===== src/rtl/start_seq_pkg.sv =====
// rtl/start_seq_pkg.sv - shared types and default sizes for the start sequencer
package start_seq_pkg;

  localparam int DEFAULT_WIDTH           = 8;
  localparam int DEFAULT_SYNC_STAGES     = 2;
  localparam int DEFAULT_DEBOUNCE_CYCLES = 4;
  localparam int RUNS_WIDTH              = 8;

  typedef enum logic [1:0] {
    ST_IDLE     = 2'd0,
    ST_RUN      = 2'd1,
    ST_WAIT_REL = 2'd2
  } seq_state_e;

endpackage


===== src/rtl/key_debounce.sv =====
// rtl/key_debounce.sv - push-button synchronizer and debounce filter
module key_debounce #(
  parameter int SYNC_STAGES     = 2,
  parameter int DEBOUNCE_CYCLES = 4
) (
  input  logic clk,
  input  logic reset,
  input  logic key_raw,
  output logic key_clean
);

  localparam int CNT_W = (DEBOUNCE_CYCLES > 1) ? $clog2(DEBOUNCE_CYCLES) : 1;
  localparam logic [CNT_W-1:0] CNT_LAST = CNT_W'(DEBOUNCE_CYCLES - 1);

  logic [SYNC_STAGES-1:0] sync_q;
  logic                   key_sync;
  logic                   clean_q, clean_d;
  logic [CNT_W-1:0]       cnt_q, cnt_d;

  assign key_sync  = sync_q[SYNC_STAGES-1];
  assign key_clean = clean_q;

  // The counter only runs while the synchronized key disagrees with the filtered level.
  always_comb begin
    clean_d = clean_q;
    cnt_d   = '0;
    if (key_sync != clean_q) begin
      if (cnt_q == CNT_LAST) begin
        clean_d = key_sync;
      end else begin
        cnt_d = cnt_q + CNT_W'(1);
      end
    end
  end

  always_ff @(posedge clk or negedge reset) begin
    if (!reset) begin
      sync_q  <= '0;
      clean_q <= 1'b0;
      cnt_q   <= '0;
    end else begin
      sync_q  <= {sync_q[SYNC_STAGES-2:0], key_raw};
      clean_q <= clean_d;
      cnt_q   <= cnt_d;
    end
  end

endmodule


===== src/rtl/start_sequencer.sv =====
// rtl/start_sequencer.sv - debounced start handshake and operand latch for the ones-counter
module start_sequencer
  import start_seq_pkg::*;
#(
  parameter int WIDTH           = DEFAULT_WIDTH,
  parameter int SYNC_STAGES     = DEFAULT_SYNC_STAGES,
  parameter int DEBOUNCE_CYCLES = DEFAULT_DEBOUNCE_CYCLES
) (
  input  logic                  clk,
  input  logic                  reset,
  input  logic                  key_raw,
  input  logic [WIDTH-1:0]      sw_in,
  input  logic                  done,
  output logic                  start,
  output logic [WIDTH-1:0]      A_out,
  output logic                  busy,
  output logic [RUNS_WIDTH-1:0] runs
);

  seq_state_e            state_q, state_d;
  logic [WIDTH-1:0]      a_q, a_d;
  logic [RUNS_WIDTH-1:0] runs_q, runs_d;
  logic                  key_clean;

  key_debounce #(
    .SYNC_STAGES     (SYNC_STAGES),
    .DEBOUNCE_CYCLES (DEBOUNCE_CYCLES)
  ) u_key_debounce (
    .clk       (clk),
    .reset     (reset),
    .key_raw   (key_raw),
    .key_clean (key_clean)
  );

  // A_out stops following the switches on the same edge that leaves IDLE,
  // so it matches what the datapath loads when start rises.
  always_comb begin
    state_d = state_q;
    a_d     = a_q;
    runs_d  = runs_q;
    unique case (state_q)
      ST_IDLE: begin
        if (key_clean) begin
          state_d = ST_RUN;
        end else begin
          a_d = sw_in;
        end
      end
      ST_RUN: begin
        if (done) begin
          runs_d  = runs_q + RUNS_WIDTH'(1);
          state_d = key_clean ? ST_WAIT_REL : ST_IDLE;
        end
      end
      ST_WAIT_REL: begin
        if (!key_clean) begin
          state_d = ST_IDLE;
        end
      end
      default: state_d = ST_IDLE;
    endcase
  end

  always_ff @(posedge clk or negedge reset) begin
    if (!reset) begin
      state_q <= ST_IDLE;
      a_q     <= '0;
      runs_q  <= '0;
    end else begin
      state_q <= state_d;
      a_q     <= a_d;
      runs_q  <= runs_d;
    end
  end

  assign start = (state_q != ST_IDLE);
  assign busy  = (state_q != ST_IDLE);
  assign A_out = a_q;
  assign runs  = runs_q;

endmodule


===== config.mk =====
export PLATFORM = sky130hd
export DESIGN_NAME = start_sequencer
export DESIGN_NICKNAME = d
export VERILOG_FILES = /design/src/rtl/start_seq_pkg.sv /design/src/rtl/key_debounce.sv /design/src/rtl/start_sequencer.sv
export SDC_FILE = /design/constraint.sdc
export NUM_CORES = 1
export LEC_CHECK = 0
export BUFFER_PORTS_ARGS = -buffer_cell sky130_fd_sc_hd__buf_2
export CAP_MARGIN = 0
export CORE_MARGIN = 2
export CORE_UTILIZATION = 42
export CTS_BUF_LIST = sky130_fd_sc_hd__clkbuf_2
export DETAILED_ROUTE_END_ITERATION = 12
export GPL_ROUTABILITY_DRIVEN = 0
export PLACE_DENSITY = 0.7
export SLEW_MARGIN = 20
export SYNTH_ARGS = -nofsm -noshare
export SYNTH_HDL_FRONTEND = slang
export SYNTH_HIERARCHICAL = 1
export SYNTH_SLANG_ARGS = --single-unit

===== constraint.sdc =====
create_clock -name clk -period 1.5 [get_ports clk]
set_clock_uncertainty 0.2 [all_clocks]
set_input_delay 0 -clock clk [delete_from_list [all_inputs] [get_ports clk]]
set_output_delay 0 -clock clk [all_outputs]
set_load 0.03 [all_outputs]

==> flow_summary.toml <==
[outcome]
status = "complete, but fails checks"
violations = "negative setup slack"

[cells_and_area]
drive_gt1_share_pct = 46.4
num-fill-cells = 182
layout.nets = 127
n_antenna_cell = 0
final_cell_area_um2 = 1300
area_delta_synth_final_pct = 36.1

[timing]
final_max_slew_viol_count = 0
period_needed_ps = 1510
period_share_pct = 101
setup_viol = 2
max_slew_margin_pct = 66.4
setup-tns-final_ps = -13.4
rsz0062_at_grt = "true"
hold_viol_final = 0
timing.fmax_mhz = 663
worstMarginPinSlew_ps = 503
setup_ws_ps = -8.44

[clocking]
clkLatencyLatePin_ps = 310
cts_root_buf = "clkbuf_2"
clk_path_buf_depth = 2
numClockSinks = 23
path_clk_slew_ps = 200
cts_tree = "done"
cts-buffers-inserted = 3
h-tree-depth = 1

[job]
cap_violations = 0

[critical_path]
critical_path.startpoint_type = "register"
crit_path_end_kind = "register"
required_ps = 1530
rrSetupSlack_ps = -8
critPathKind = "reg -> reg"
slowest_delay_ps = 420
path_cells = "or2_4 -> nor2_8 -> mux2_2"
critPathMaxFanout = 8
cp.arrival_ps = 1540
cpMaxStageDelayCell = "dfrtp_1"

[power]
power_mw = 2.70
power.leakage_nw = 0.663
peakVddDrop_mv = 1.11
power_density_nw_per_um2 = 2070

[route]
wl_per_cell_um = 12.1
firstDrtPassIters = 3
wirelength_um = 1690
vias = 662
drc = 0
first_iter_violations = 7
via_per_inst = 4.73
ant_nets = 0

[global_route]
grt_max_degree = 24
grt_pass1_vias = 673
grt-ovfl-total = 0
grt_pass1_wl_um = 2790
gr-usage-all-layers_pct = 14.6
antenna_found_initial = 0

[logic_synthesis]
synth.avg_cell_area_um2 = 14.5
synth-seq-cells = 23
synth-seq-area-share_pct = 60.1
yosysWarningCount = 6
synth_nets = 80
yosysUniqueCellTypes = 20
syn_area_um2 = 957
syn-instance-count = 66

[die]
die_h_um = 51.7
coreArea_um2 = 2190
die_area_um2 = 2680
chipWidth_um = 51.7
initial_core_util_pct = 43.7
io_pins = 30
row_count = 17

[placement]
dp_hpwl_um = 1190
numPortBuffers = 29
dpl_cell_area_um2 = 1140

[worst_hold_path]
worstHoldPathType = "in -> reg"
-- registers in the layout, indices dropped and copies added (netlist names) --
signal / cells
A_out: 8
runs: 8
state_q: 2
u_key_debounce/cnt_q: 2
u_key_debounce/key_clean: 1
u_key_debounce/sync_q: 2
-- cell usage after synthesis --
cell | count | area [um2]
nor4_4 | 1 | 21.3
nand3b_1 | 1 | 7.51
nor2_1 | 4 | 15.0
nor2b_1 | 1 | 6.26
nor3_1 | 2 | 10.0
xnor2_1 | 2 | 17.5
nand2_1 | 5 | 18.8
dfrtp_1 | 23 | 576
a21boi_0 | 1 | 7.51
a211oi_1 | 1 | 7.51
nand4b_4 | 1 | 23.8
nor2_8 | 1 | 20.0
mux2_2 | 10 | 113
inv_1 | 1 | 3.75
xor2_1 | 6 | 52.6
ha_1 | 2 | 25.0
or2_4 | 1 | 8.76
buf_4 | 1 | 7.51
nand2b_1 | 1 | 6.26
nor3_2 | 1 | 10.0
-- layout by cell type (no fill, tap or decap) --
cell / netlist / layout
clkbuf_2: 0 / 4
xnor2_1: 2 / 2
nand3b_1: 1 / 1
nand2b_1: 1 / 1
inv_1: 1 / 1
a21boi_0: 1 / 1
nor2_8: 1 / 1
nor2b_1: 1 / 1
ha_1: 2 / 2
nand2_1: 5 / 5
or2_4: 1 / 1
nor3_2: 1 / 3
xor2_1: 6 / 6
mux2_2: 10 / 8
nor2_1: 4 / 4
dfrtp_1: 23 / 23
a211oi_1: 1 / 1
buf_2: 0 / 29
nand4b_4: 1 / 1
dlygate4sd3_1: 0 / 12
nor4_4: 1 / 1
buf_4: 1 / 2
mux2_4: 0 / 2
-- metrics by stage --
stage	std cells	utilization (%)	hold WS [ps]	setup WS, ps
after floorplan	66	-	-496	-45.0
after global placement	124	52.3	-201	48.0
after detailed placement	124	52.3	-197	3.81
after CTS	140	59.0	74.8	-20.6
after global routing	140	59.5	70.0	-52.9
final	140	59.5	106	-8.44
-- report_power, final --
| part | leakage (nW) | switching, mW | internal [mW] |
|---|---|---|---|
| logic | 0.364 | 0.826 | 0.575 |
| registers | 0.282 | 0.195 | 0.862 |
| clock network | 0.0166 | 0.172 | 0.0706 |
-- metal layers --
metal	share of wire (%)	global-route usage (%)	wire length (um)
met1	43	16.5	725
met2	53	25.6	893
met3	3.4	2.59	58
met4	0.53	8.33	9
met5	0	0	0
-- area by class of cell --
type | instances | area [um2] | share of cell area (%)
multi-input combinational | 41 | 388 | 29.8
sequential | 23 | 576 | 44.2
timing repair buffer | 43 | 280 | 21.5
clock buffer | 4 | 20.0 | 1.54
tap | 28 | 35.0 | 2.69
inverter | 1 | 3.75 | 0.288
-- worst max-delay path, delay by kind of cell (launching register included) --
kind	cells	cell delay (ps)
simple gates	2	440
flops	1	420
mux	1	360
-- final timing paths --
check | from | end | depth (start not counted)
max | state_q[1] | A_out[5] | 3
min | key_raw | u_key_debounce/sync_q[0] | 2
max reg2reg | state_q[1] | A_out[5] | 3
min reg2reg | u_key_debounce/sync_q[0] | u_key_debounce/sync_q[1] | 0
max in group asynchronous | reset | runs[4] | 3
min in group asynchronous | reset | runs[0] | 3
-- repair_timing --
item	4_1_cts	5_1_grt
buffers inserted	0	0
hold endpoints to repair	42	0
endpoints found under the setup margin	5	10
hold buffers	12	0
resized for setup	2	2
pin swaps	1	1
-- logic make-up (layout without fill, tap and decap cells) --
family,after synthesis,count (layout),synth area share [%]
AOI/OAI and AO/OA,2,2,1.57
DFF,23,23,60.1
buffers and inverters,2,48,1.18
muxes,10,10,11.8
xor gates and xnor gates,8,8,7.32
adders and majority gates,2,2,2.61
and+or+nand+nor,19,19,15.4
(Power assumes the default switching activity.)
